$ cat src/rtl/key_entry_buffer.sv
`default_nettype none
// ============================================================================
// Module   : key_entry_buffer
// Purpose  : Collects scan-code symbols from the PS/2 decoder into a
//            DEPTH-symbol shift buffer with backspace, clear, overflow
//            detection and an enter-triggered commit. The commit is offered
//            to the display/ALU stage over a valid/ready handshake.
// Ports    : clk, rst            - clock, synchronous active-high reset
//            key_strobe          - one-cycle pulse, key_code/key_break valid
//            key_code            - symbol from the decoder
//            key_break           - release event, never inserted
//            buf_data            - live buffer, newest symbol in the low bits
//            buf_count, buf_full - occupancy, full flag
//            commit_data         - snapshot taken on enter
//            commit_valid        - snapshot valid, held until accepted
//            commit_ready        - consumer accept
//            key_dropped         - one-cycle pulse, a make key was discarded
// Options  : KEY_ENTRY_REPEAT_FILTER_EN - when defined, a data symbol equal
//            to the last processed one is ignored until a break strobe
//            (suppresses typematic auto-repeat).
// Notes    : DEPTH must be at least 2.
// Revision : 1.0 - initial release
// ============================================================================
module key_entry_buffer #(
  parameter int               SYM_W      = 8,
  parameter int               DEPTH      = 4,
  parameter logic [SYM_W-1:0] CODE_BKSP  = 8'h66,
  parameter logic [SYM_W-1:0] CODE_ENTER = 8'h5A,
  parameter logic [SYM_W-1:0] CODE_CLEAR = 8'h76
) (
  input  logic                       clk,
  input  logic                       rst,
  input  logic                       key_strobe,
  input  logic [SYM_W-1:0]           key_code,
  input  logic                       key_break,
  output logic [SYM_W*DEPTH-1:0]     buf_data,
  output logic [$clog2(DEPTH+1)-1:0] buf_count,
  output logic                       buf_full,
  output logic [SYM_W*DEPTH-1:0]     commit_data,
  output logic                       commit_valid,
  input  logic                       commit_ready,
  output logic                       key_dropped
);

  localparam int               BUF_W   = SYM_W * DEPTH;
  localparam int               CNT_W   = $clog2(DEPTH + 1);
  localparam logic [CNT_W-1:0] CNT_MAX = CNT_W'(DEPTH);
  localparam logic [CNT_W-1:0] CNT_ONE = CNT_W'(1);

  typedef enum logic [0:0] {
    ST_ENTRY  = 1'b0,
    ST_COMMIT = 1'b1
  } state_t;

  state_t             state_q, state_d;
  logic [BUF_W-1:0]   buf_q, buf_d;
  logic [CNT_W-1:0]   cnt_q, cnt_d;
  logic [BUF_W-1:0]   cdata_q, cdata_d;
  logic               cvalid_q, cvalid_d;
  logic               drop_q, drop_d;

  logic               accept;
  logic               is_bksp;
  logic               is_enter;
  logic               is_clear;
  logic               is_ctrl;
  logic               repeat_hit;

  assign accept   = key_strobe & ~key_break;
  assign is_bksp  = (key_code == CODE_BKSP);
  assign is_enter = (key_code == CODE_ENTER);
  assign is_clear = (key_code == CODE_CLEAR);
  assign is_ctrl  = is_bksp | is_enter | is_clear;

`ifdef KEY_ENTRY_REPEAT_FILTER_EN
  // Last data symbol processed in ENTRY; flt_armed_q high means repeats of
  // it are currently being suppressed. Any break strobe lifts suppression.
  logic [SYM_W-1:0] flt_sym_q, flt_sym_d;
  logic             flt_armed_q, flt_armed_d;

  assign repeat_hit = flt_armed_q & (key_code == flt_sym_q);

  always_comb begin
    flt_sym_d   = flt_sym_q;
    flt_armed_d = flt_armed_q;
    if (key_strobe & key_break) begin
      flt_armed_d = 1'b0;
    end else if (accept && (state_q == ST_ENTRY)) begin
      if (is_ctrl) begin
        flt_sym_d   = '0;
        flt_armed_d = 1'b0;
      end else if (!repeat_hit) begin
        flt_sym_d   = key_code;
        flt_armed_d = 1'b1;
      end
    end
  end

  always_ff @(posedge clk) begin
    if (rst) begin
      flt_sym_q   <= '0;
      flt_armed_q <= 1'b0;
    end else begin
      flt_sym_q   <= flt_sym_d;
      flt_armed_q <= flt_armed_d;
    end
  end
`else
  assign repeat_hit = 1'b0;
`endif

  always_comb begin
    state_d  = state_q;
    buf_d    = buf_q;
    cnt_d    = cnt_q;
    cdata_d  = cdata_q;
    cvalid_d = cvalid_q;
    drop_d   = 1'b0;
    case (state_q)
      ST_ENTRY: begin
        if (accept) begin
          if (is_clear) begin
            buf_d = '0;
            cnt_d = '0;
          end else if (is_bksp) begin
            if (cnt_q != '0) begin
              buf_d = buf_q >> SYM_W;
              cnt_d = cnt_q - CNT_ONE;
            end
          end else if (is_enter) begin
            if (cnt_q != '0) begin
              cdata_d  = buf_q;
              cvalid_d = 1'b1;
              buf_d    = '0;
              cnt_d    = '0;
              state_d  = ST_COMMIT;
            end
          end else if (!repeat_hit) begin
            if (cnt_q != CNT_MAX) begin
              buf_d = {buf_q[BUF_W-SYM_W-1:0], key_code};
              cnt_d = cnt_q + CNT_ONE;
            end else begin
              drop_d = 1'b1;
            end
          end
        end
      end
      ST_COMMIT: begin
        // Nothing edits the buffer while a snapshot is outstanding, even in
        // the cycle the handshake completes.
        if (accept) begin
          drop_d = 1'b1;
        end
        if (cvalid_q & commit_ready) begin
          cvalid_d = 1'b0;
          state_d  = ST_ENTRY;
        end
      end
      default: begin
        state_d = ST_ENTRY;
      end
    endcase
  end

  always_ff @(posedge clk) begin
    if (rst) begin
      state_q  <= ST_ENTRY;
      buf_q    <= '0;
      cnt_q    <= '0;
      cdata_q  <= '0;
      cvalid_q <= 1'b0;
      drop_q   <= 1'b0;
    end else begin
      state_q  <= state_d;
      buf_q    <= buf_d;
      cnt_q    <= cnt_d;
      cdata_q  <= cdata_d;
      cvalid_q <= cvalid_d;
      drop_q   <= drop_d;
    end
  end

  assign buf_data     = buf_q;
  assign buf_count    = cnt_q;
  assign buf_full     = (cnt_q == CNT_MAX);
  assign commit_data  = cdata_q;
  assign commit_valid = cvalid_q;
  assign key_dropped  = drop_q;

endmodule
`default_nettype wire
$ cat config.mk
export PLATFORM = sky130hd
export DESIGN_NAME = key_entry_buffer
export DESIGN_NICKNAME = d
export VERILOG_FILES = /design/src/rtl/key_entry_buffer.sv
export SDC_FILE = /design/constraint.sdc
export NUM_CORES = 1
export LEC_CHECK = 0
export ABC_CLOCK_PERIOD_IN_PS = 2550
export CAP_MARGIN = 20
export CORE_UTILIZATION = 38
export DETAILED_ROUTE_END_ITERATION = 10
export HOLD_SLACK_MARGIN = 0.05
export PLACE_DENSITY = 0.7
export SYNTH_ARGS = -nofsm -noshare
export SYNTH_HDL_FRONTEND = slang
export SYNTH_SLANG_ARGS = --single-unit
$ cat constraint.sdc
create_clock -name clk -period 2.55 [get_ports clk]
set_clock_uncertainty 0.1 [all_clocks]
set_input_delay 0.6375 -clock clk [delete_from_list [all_inputs] [get_ports clk]]
set_output_delay 0.6375 -clock clk [all_outputs]
set_load 0.01 [all_outputs]
=== Word level (Yosys, flattened, before mapping) ===
Cells that the tools add are included.

* Output and inout port bits: 70
* Register bits: 70
* Logic and storage cells: 65
* Input port bits: 13

* Reduce and logical (&&, ||, !) cells: 5
* Mux-type cells: 33
* Bitwise logic cells: 6
* Add/sub/neg operators: 2
* Eq/ne operators: 13

{| class="wikitable"
|+ Operators by type and width
! cell !! number
|-
| $mux W32 || 6
|-
| $eq A8 B7 Y1 const B || 3
|-
| $mux W1 || 18
|-
| $mux W3 || 6
|-
| $reduce_and A6 Y1 || 2
|-
| $ne A2 B2 Y1 const B || 5
|-
| $ne A3 B1 Y1 const B || 2
|-
| $pmux W1 S2 || 3
|-
| $reduce_and A5 Y1 || 1
|-
| $not A1 Y1 || 4
|-
| $reduce_bool A4 Y1 || 1
|-
| $add A3 B1 Y3 const B || 1
|-
| $eq A3 B3 Y1 const B || 1
|-
| $ne A3 B3 Y1 const B || 1
|-
| $reduce_bool A3 Y1 || 1
|-
| $sub A3 B1 Y3 const B || 1
|-
| $and A1 B1 Y1 || 2
|-
| $ne A2 B1 Y1 const B || 1
|}

=== Longest topological paths before layout ===
Gate-level depths: netlist (run 1).

* Word-level depth: 7
* Depth in mapped cells: 9
* Depth with buffers taken out: 7

=== Worst setup path before layout (run 1) ===
OpenSTA, ideal clock, no wires.

* Path type: input port to flip-flop
* From: in key_code[7]
* To: reg cnt_q[1] (netlist: buf_count[1])
* Data arrival time: 1.931 ns
* Setup slack: 0.385 ns
* Setup time: 0.134 ns
* Required time: 2.316 ns
* Stages: 7
* Cell sequence: nand4bb_1 > clkbuf_1 > a21o_1 > a211oi_2 > buf_2 > buf_2 > a211oi_1

* Cells in the longest elaborated chain, start to end: 4
* Elaborated cells on any way between the ends: 10

{| class="wikitable"
|+ Ends and longest elaborated chain
! what !! line !! text
|-
| from (decl) || 34 || <nowiki>input logic [SYM_W-1:0] key_code,</nowiki>
|-
| $eq A8 B7 Y1 || 71 || <nowiki>assign is_enter = (key_code == CODE_ENTER);</nowiki>
|-
| $mux W3 || 130 || <nowiki>end else if (is_enter) begin</nowiki>
|-
| $mux W3 || 125 || <nowiki>end else if (is_bksp) begin</nowiki>
|-
| $mux W3 || 122 || <nowiki>if (is_clear) begin</nowiki>
|-
| to (signal assigned) || 176 || <nowiki>cnt_q <= cnt_d;</nowiki>
|-
| to (decl) || 57 || <nowiki>logic [CNT_W-1:0] cnt_q, cnt_d;</nowiki>
|}

Parallel ways exist; a longest one is shown, timed or not.
A chain may end at the register's enable or synchronous reset.

=== Worst setup path in the final report (run 1) ===
* From: reg cnt_q[0] (netlist: buf_count[0])
* To: out buf_full

* Cells in the longest elaborated chain, start to end: 1

{| class="wikitable"
|+ Ends and longest elaborated chain
! what !! line !! text
|-
| $eq A3 B3 Y1 || 185 || <nowiki>assign buf_full = (cnt_q == CNT_MAX);</nowiki>
|-
| to (decl) || 38 || <nowiki>output logic buf_full,</nowiki>
|}

Every way passes these cells.

==> out/metrics.yaml, run 1 <==
outcome:
  outcome: "finished clean"
global_routing:
  grt_pass1_vias: 2588
  grt_overflow_total: 0
  grt_pass1_wl_mm: 13.0
  grt_max_degree: 59
  gr-usage-all-layers_pct: 21.8
  grt_antenna_before_repair: 0
power:
  cellLeakagePower_nw: 1.43
  pwr_density_cell_mw_per_mm2: 575
  peakVddDrop_v: 0.000311
  power_mw: 2.43
timing:
  fmax_mhz: 405
  worst_pin_slew_ps: 453
  slew_headroom_pct: 69.8
  setup_violations: 0
  hold_ws_ps: 353
  min_period_over_period_pct: 96.9
  fin_ws_ps: 78.8
  hold_viol_final: 0
  rsz0062_at_grt: "no"
  fin_crit_ps: 2470
  slew_violations: 0
yosys:
  ys.flop_type: "dfxtp_1"
  synth_edf_count: 0
  synth_area_mm2: 0.00287
  synth-xor-area-share_pct: 0
  ys_seq_area_share_pct: 48.8
  synth_warnings: 0
  netlist_instances: 351
  synth_top_family_by_area: "compound AO/OA/AOI/OAI gates"
  netlist_top_cells_area: "dfxtp_1 (49%), nand2_1 (9.4%), a21oi_1 (7.7%)"
  syn_nets: 367
  synth-compound-area-share_pct: 23.0
  yosys.area_share.simple_pct: 21.5
  avgSynthCellArea_um2: 8.18
  synth_top_area_cell: "dfxtp_1"
  ys_ff_latch: 70
  synth.distinct_cells: 32
  netlist.area_leader.share_pct: 48.8
  synthAdderAreaFrac_pct: 1.31
  synthArstFlopShare_pct: 0
  muxShareOfSynthArea_pct: 0.348
job:
  maxCapViolCount: 0
routing:
  drc: 0
  ant_nets: 0
  viasPerCell: 5.15
  first_iter_violations: 129
  wl_per_cell_um: 14.8
  dr.pass1.iters: 4
  routed_wl_mm: 8.14
  num_vias: 2837
worst_setup_path:
  worstPathMaxFanout: 4
  crit_end: "buf_full"
  arrival_ps: 1730
  rr_endpoint: "buf_data[0]"
  r2r-start: "buf_count[0]"
  rrSetupSlack_ps: 600
  r2r_cells: 7
  worstSetupEndpointType: "primary output"
  required_ps: 1810
  worstSetupPathType: "reg -> out"
  startpoint: "buf_count[0]"
  cp-start-kind: "flop"
die:
  ios: 83
  die_area_mm2: 0.00791
  core_area_mm2: 0.00729
  rows: 31
  die_w_um: 88.9
  die-height_um: 88.9
  start_util_pct: 39.4
layout:
  drive_gt1_share_pct: 11.9
  antenna_cells: 0
  multi_input_area_mm2: 0.00135
  area_growth_pct: 47.1
  final-seq-area_mm2: 0.00140
  nNetsFinal: 464
  utilization_pct: 57.9
  n_fill_cell: 678
cts:
  post_cts_buffers: 0
  tritoncts: "yes"
  cts-root-buf: "clkbuf_8"
  cts_made_buffers: 9
  cts.htree.levels: 3
  cts_buffer_depth: 2
  clk_latency_ps: 350
  ctsHoldBuffers: 0
  ctsResizeCount: 0
  clock-sinks: 70
  clk_pin_slew_worst_paths_ps: 70
worst_hold_path:
  hold_depth: 2
  worstHoldPathType: "reg -> reg"
placed_design:
  dp_slack_ps: -167
  dp_hpwl_mm: 5.71
  place_congestion: 0.829
  io_buffer_count: 82
synthesized netlist by cell type (all sizes together), types with 2 or more instances:
master / instances
buf: 11
ha: 3
nand2: 72
nor2: 27
inv: 7
a21oi: 44
a22oi: 19
nand3: 10
nand2b: 11
clkbuf: 17
nand4bb: 3
dfxtp: 70
a211oi: 25
a21o: 2
nor3: 4
o21ai: 13
cell families (layout without fill, tap and decap cells):
kind of cell / count (synthesis) / count (layout)
AOI/OAI and AO/OA: 106 / 106
muxes: 1 / 1
DFF: 70 / 70
buffers and inverters: 35 / 136
and+or+nand+nor: 136 / 136
adders and majority gates: 3 / 3
how the worst min path moves through the flow:
stage / start / endpoint
floorplan: state_q / state_q
global placement: commit_data[4] / commit_data[4]
detailed placement: commit_data[24] / commit_data[24]
CTS: commit_data[11] / commit_data[11]
global route: commit_data[27] / commit_data[27]
finish: commit_data[11] / commit_data[11]
layer usage:
layer / part of all wire (%) / global-route usage (%)
met1: 45 / 28.4
met2: 46 / 34.5
met3: 6.7 / 5.91
met4: 1.8 / 8.95
met5: 0 / 0
worst max-delay path, stage by stage (launching register included):
cell and delay, ps:
dfxtp_2 340, inv_1 100, ha_1 190, and2_2 200, clkdlybuf4s50_1 560
cell usage in the layout, fill, tap and decap left out, drive strengths merged, types with 11 or more instances in the layout:
master	n
a21oi	44
o21ai	13
a22oi	19
a211oi	25
clkdlybuf4s50	81
nand2	72
buf	33
nand2b	11
dfxtp	70
nor2	27
layout make-up:
type / count / area share, %
Clock buffer: 10 / 3.26
Clock inverter: 5 / 1.95
Inverter: 7 / 0.622
Multi-Input combinational cell: 246 / 31.9
Sequential cell: 70 / 33.2
Tap cell: 99 / 2.93
Timing Repair Buffer: 114 / 26.2
registers in the layout, summed over array words and instances, names as in the netlist:
| register | count |
|---|---|
| buf_count | 3 |
| buf_data | 32 |
| commit_data | 32 |
| commit_valid | 1 |
| key_dropped | 1 |
| state_q | 1 |
where the power goes:
group | internal (mW) | switching (mW)
clock network | 0.576 | 0.435
registers | 1.12 | 0.0455
logic | 0.133 | 0.117
through the flow:
step	std cells	TNS [ps]	cell area, um2
after global placement	536	-3970	4000
after global routing	551	0	4230
after floorplan	351	0	2870
after CTS	551	0	4220
final	551	0	4230
after detailed placement	536	-6480	4000
(Power assumes the default switching activity.)
==> inputs of run 2 (changes only) <==
Settings changed: GPL_TIMING_DRIVEN set to 0.
==> run 2 against run 1 <==
Global-route usage rose by 2.0 points; fmax fell by 0.68%; critical endpoint unchanged; core utilization fell by 1.5 points; sequential share of layout area rose by 0.87 points; non-clock buffer count fell by 4; clock-buffer cell count did not move; sequential cell count did not move; clock power fell by 12%; worst setup slack got worse by 17 ps; die area did not move; sequential power barely moved.
==> out/metrics.yaml, run 2 (synthesis results as in run 1) <==
outcome:
  outcome: "finished clean"
worst_hold_path:
  worstHoldPathType: "reg -> reg"
routing:
  ant_nets: 0  # unchanged
  drc: 0  # unchanged
  num_vias: 2900  # +2.2%
  first_iter_violations: 242  # +88%
  wl_per_cell_um: 16.2  # +9.7%
  viasPerCell: 5.29  # +2.8%
  routed_wl_mm: 8.88  # +9.1%
  dr.pass1.iters: 4  # unchanged
power:
  pwr_density_cell_mw_per_mm2: 561  # -2.4%
  peakVddDrop_v: 0.000219  # -30%
  cellLeakagePower_nw: 1.37  # -3.8%
timing:
  worst_pin_slew_ps: 601  # +147 ps
  fin_crit_ps: 2490  # +17.0 ps
  fmax_mhz: 402  # -0.68%
  setup_violations: 0  # unchanged
  rsz0062_at_grt: "no"
  slew_headroom_pct: 59.9  # -9.8 points
  slew_violations: 0  # unchanged
  hold_viol_final: 0  # unchanged
  min_period_over_period_pct: 97.6  # +0.67 points
  fin_ws_ps: 61.7  # -17.0 ps
cts:
  clk_latency_ps: 360  # about the same
  ctsHoldBuffers: 0  # unchanged
  cts-root-buf: "clkbuf_8"
  clock-sinks: 70  # unchanged
  tritoncts: "yes"
  cts.htree.levels: 3  # unchanged
  cts_buffer_depth: 2  # unchanged
  cts_made_buffers: 9  # unchanged
  clk_pin_slew_worst_paths_ps: 80  # about the same
layout:
  fin_cells: 548  # -0.54%
  mostFrequentLayoutCell: "clkdlybuf4s50_1"
  drive_gt1_share_pct: 10.0  # -1.9 points
  final_cell_mix: "clkdlybuf4s50_1 (82), nand2_1 (72), dfxtp_1 (69), a21oi_1 (44), nor2_1 (27)"
  area_growth_pct: 43.3
  n_fill_cell: 703  # +3.7%
  multi_input_area_mm2: 0.00140  # +3.6%
  antenna_cells: 0  # unchanged
  nNetsFinal: 460  # -0.86%
  final-seq-area_mm2: 0.00140  # unchanged
worst_setup_path:
  cp-start-kind: "flop"
  crit_end: "buf_full"
  startpoint: "buf_count[0]"
  worstSetupEndpointType: "primary output"
  r2r-start: "buf_count[0]"
  r2r_cells: 8  # +1
  worstPathMaxFanout: 4  # unchanged
  required_ps: 1810  # about the same
  rrSetupSlack_ps: 520  # -80 ps
  worstSetupPathType: "reg -> out"
  rr_endpoint: "commit_data[22]"
  arrival_ps: 1750  # +20 ps
placed_design:
  dp_slack_ps: -608  # -440 ps
  io_buffer_count: 82  # unchanged
  place_congestion: 0.902  # +8.9%
  dp.cells: 532  # -0.75%
  dp_hpwl_mm: 6.15  # +7.7%
die:
  start_util_pct: 39.4  # unchanged
  die_w_um: 88.9  # unchanged
  core_area_mm2: 0.00729  # unchanged
  rows: 31  # unchanged
  die_area_mm2: 0.00791  # unchanged
  ios: 83  # unchanged
  die-height_um: 88.9  # unchanged
global_routing:
  grt_antenna_before_repair: 0  # unchanged
  grt_pass1_wl_mm: 13.8  # +6.3%
  grt_pass1_vias: 2642  # +2.1%
  gr-usage-all-layers_pct: 23.8  # +2.0 points
  grt_overflow_total: 0  # unchanged
  grt_max_degree: 13  # -78%
job:
  maxCapViolCount: 0  # unchanged
-- run 2: cell count changes in the layout (fill, tap and decap cells not counted), sizes merged --
| cell | previous run | this run |
|---|---|---|
| clkinv | 2 | 5 |
| inv | 8 | 7 |
| buf | 33 | 12 |
| clkbuf | 10 | 26 |
| bufinv | 2 | 1 |
| clkdlybuf4s50 | 81 | 82 |
-- run 2: critical path, cell delays in order (launching register included) --
cell,delay [ps]
dfxtp_2,340
inv_1,100
ha_1,200
and2_2,210
clkdlybuf4s50_1,550
-- run 2: worst min-delay path by stage --
stage,cells after the start,slack [ps],start,to
2_1_floorplan,2,360,state_q,state_q
3_3_place_gp,2,340,commit_data[3],commit_data[3]
3_5_place_dp,2,340,commit_data[2],commit_data[2]
4_1_cts,2,350,commit_data[2],commit_data[2]
5_1_grt,2,370,commit_data[3],commit_data[3]
6_report,2,350,commit_data[2],commit_data[2]
-- run 2: per-stage QoR --
step	utilization (%)	TNS [ps]	hold WS, ps	total power, mW	instance area [um2]
floorplan	-	0	363	1.30	2870
global placement	52.4	-34100	339	1.43	3820
detailed placement	52.4	-35730	344	1.43	3820
CTS	55.6	0	353	2.31	4050
global route	56.5	0	370	2.40	4120
finish	56.5	0	352	2.31	4120
-- run 2: repair_timing --
action                     in CTS  in global routing
pin swaps                       1                  3
buffers inserted                2                  0
setup endpoints to repair      64                 68
gates cloned                    0                  0
resized for setup              11                 23
-- run 2: cell type report --
type	count	area share [%]
inverters	7	0.638
multi-input cells	246	33.9
clock buffers	10	3.10
flip-flops and latches	70	34.1
plain buffers	26	3.49
repair buffers	84	20.3
well taps	99	3.01
clock inverters	6	1.52
-- run 2: routing by layer --
layer,share of wire (%),wire (um),vias to the layer above,track usage [%]
met1,45,3990,1343,30.9
met2,45,4030,129,38.1
li1,-,-,1410,-
met5,0,0,-,0
met4,2.4,210,0,9.81
met3,7.2,642,18,5.82
-- run 2: power breakdown --
group | internal (mW) | switching, mW
logic | 0.126 | 0.127
registers | 1.12 | 0.0479
clock network | 0.450 | 0.436
total | 1.70 | 0.611
==> inputs of run 3 (changes only) <==
Settings changed: CORE_ASPECT_RATIO set to 0.5, CORE_MARGIN set to 5, GPL_TIMING_DRIVEN 0 to unset.
==> run 3 against run 2 <==
Via count down 2.1%; global-route usage down 4.7 points; fmax up 1.2%; sequential share of layout area is 1.4 points lower; worst setup slack better by 28 ps; critical endpoint unchanged.
==> out/metrics.yaml, run 3 (synthesis results as in run 1) <==
routing:
  viasPerCell: 5.12  # -3.2%
  routed_wl_mm: 8.87  # -0.14%
  first_iter_violations: 208  # -14%
  dr.pass1.iters: 4  # unchanged
  ant_nets: 0  # unchanged
  wl_per_cell_um: 16.0  # -1.2%
  num_vias: 2838  # -2.1%
  drc: 0  # unchanged
power:
  cellLeakagePower_nw: 1.48  # +7.8%
  pwr_density_cell_mw_per_mm2: 603  # +7.4%
  peakVddDrop_v: 0.000340  # +56%
  power_mw: 2.59  # +12%
worst_setup_path:
  worst_path_largest_cell_delay_ps: 550  # about the same
  arrival_ps: 1720  # -30 ps
  cp-start-kind: "flop"
  worstPathMaxFanout: 4  # unchanged
  worstSetupPathType: "reg -> out"
  cp.buffers_inverters: 2  # unchanged
  r2r_cells: 7  # -1
  startpoint: "buf_count[0]"
  worstSetupEndpointType: "primary output"
  crit_chain: "inv_1 > ha_1 > and2_2 > clkdlybuf4s50_1"
  r2r-start: "buf_count[1]"
  rr_endpoint: "buf_data[9]"
  worst_path_dominant_cell_family: "buffers and inverters"
  required_ps: 1810  # about the same
  cp_slowest_cell: "clkdlybuf4s50_1"
  rrSetupSlack_ps: 560  # +40 ps
cts:
  cts-root-buf: "clkbuf_16"
  cts_made_buffers: 9  # unchanged
  ctsResizeCount: 1  # -10
  post_cts_buffers: 0  # -2
  ctsHoldBuffers: 0  # unchanged
  clk_latency_ps: 330  # -30 ps
  tritoncts: "yes"
  clk_pin_slew_worst_paths_ps: 50  # -30 ps
  cts.htree.levels: 3  # unchanged
  cts_buffer_depth: 2  # unchanged
  clock-sinks: 70  # unchanged
timing:
  slew_headroom_pct: 60.8  # +0.87 points
  worst_pin_slew_ps: 588  # -13.0 ps
  min_period_over_period_pct: 96.5  # -1.1 points
  slew_violations: 0  # unchanged
  setup_violations: 0  # unchanged
  fmax_mhz: 407  # +1.2%
  hold_viol_final: 0  # unchanged
  rsz0062_at_grt: "no"
  fin_ws_ps: 90.2  # +28.5 ps
  hold_ws_ps: 349  # -2.70 ps
  fin_tns_setup_ps: 0  # unchanged
  fin_crit_ps: 2460  # -28.5 ps
worst_hold_path:
  worstHoldPathType: "reg -> reg"
  hp-start: "commit_data[6]"
  min_to: "commit_data[6]"
  hold_depth: 2  # unchanged
global_routing:
  grt_max_degree: 42  # +29
  grt_pass1_wl_mm: 14.4  # +4.3%
  grt_overflow_total: 0  # unchanged
  grt_antenna_before_repair: 0  # unchanged
  grt_pass1_vias: 2627  # -0.57%
  gr-usage-all-layers_pct: 19.1  # -4.7 points
die:
  ios: 83  # unchanged
  die-height_um: 71.5  # -20%
  start_util_pct: 39.1  # -0.31 points
  die_w_um: 133  # +49%
  core_area_mm2: 0.00735  # +0.79%
  die_area_mm2: 0.00950  # +20%
  rows: 22  # -29%
placed_design:
  dp.cells: 539  # +1.3%
  dp_hpwl_mm: 6.37  # +3.6%
  io_buffer_count: 82  # unchanged
  place_congestion: 0.897  # -0.59%
  dp_slack_ps: -155  # +453 ps
layout:
  nNetsFinal: 470  # +2.2%
  area_growth_pct: 49.6
  antenna_cells: 0  # unchanged
  drive_gt1_share_pct: 13.1  # +3.1 points
  fin_cells: 554  # +1.1%
  mostFrequentLayoutCell: "clkdlybuf4s50_1"
  final_cell_mix: "clkdlybuf4s50_1 (81), nand2_1 (72), dfxtp_1 (69), a21oi_1 (44), buf_4 (36)"
job:
  maxCapViolCount: 0  # unchanged
outcome:
  outcome: "finished clean"
run 3: how the worst max path moves through the flow:
stage                         to  cells after the start
floorplan           buf_count[1]                      7
global placement    buf_data[30]                      7
detailed placement  buf_data[30]                      7
CTS                     buf_full                      4
global route        buf_data[26]                      7
finish                  buf_full                      4
run 3: worst register-to-register path, delay by kind of cell, from the launching register on:
family	cells	cell delay, ps
simple gates	2	310
flops	1	370
fa+ha+maj	1	210
buf+inv	2	390
compound gates	2	520
run 3: final cells by class:
type                    count  area, um2
clock buffers              11        253
clock inverters             4       22.5
fillers                   673       3050
inverters                   7       26.3
multi-input cells         246       1350
flip-flops and latches     70       1400
well taps                  96        120
repair buffers            120       1130
run 3: stage by stage:
stage	area (um2)	util (%)
finish	4300	58.5
CTS	4300	58.4
floorplan	2870	-
global placement	4020	54.7
detailed placement	4020	54.7
global route	4300	58.5
run 3: routing by layer:
metal | part of all wire [%] | wire (um) | global-route usage, % | vias to the layer above
li1 | - | - | - | 1436
met1 | 50 | 4420 | 28.2 | 1307
met2 | 42 | 3690 | 27.4 | 90
met3 | 8.1 | 715 | 5.96 | 5
met4 | 0.50 | 44 | 3.46 | 0
met5 | 0 | 0 | 0 | -
run 3: report_power, final:
part / internal, mW / total [mW] / leakage [nW] / switching [mW]
clock network: 0.699 / 1.15 / 0.137 / 0.447
logic: 0.142 / 0.273 / 0.772 / 0.132
registers: 1.13 / 1.17 / 0.569 / 0.0437
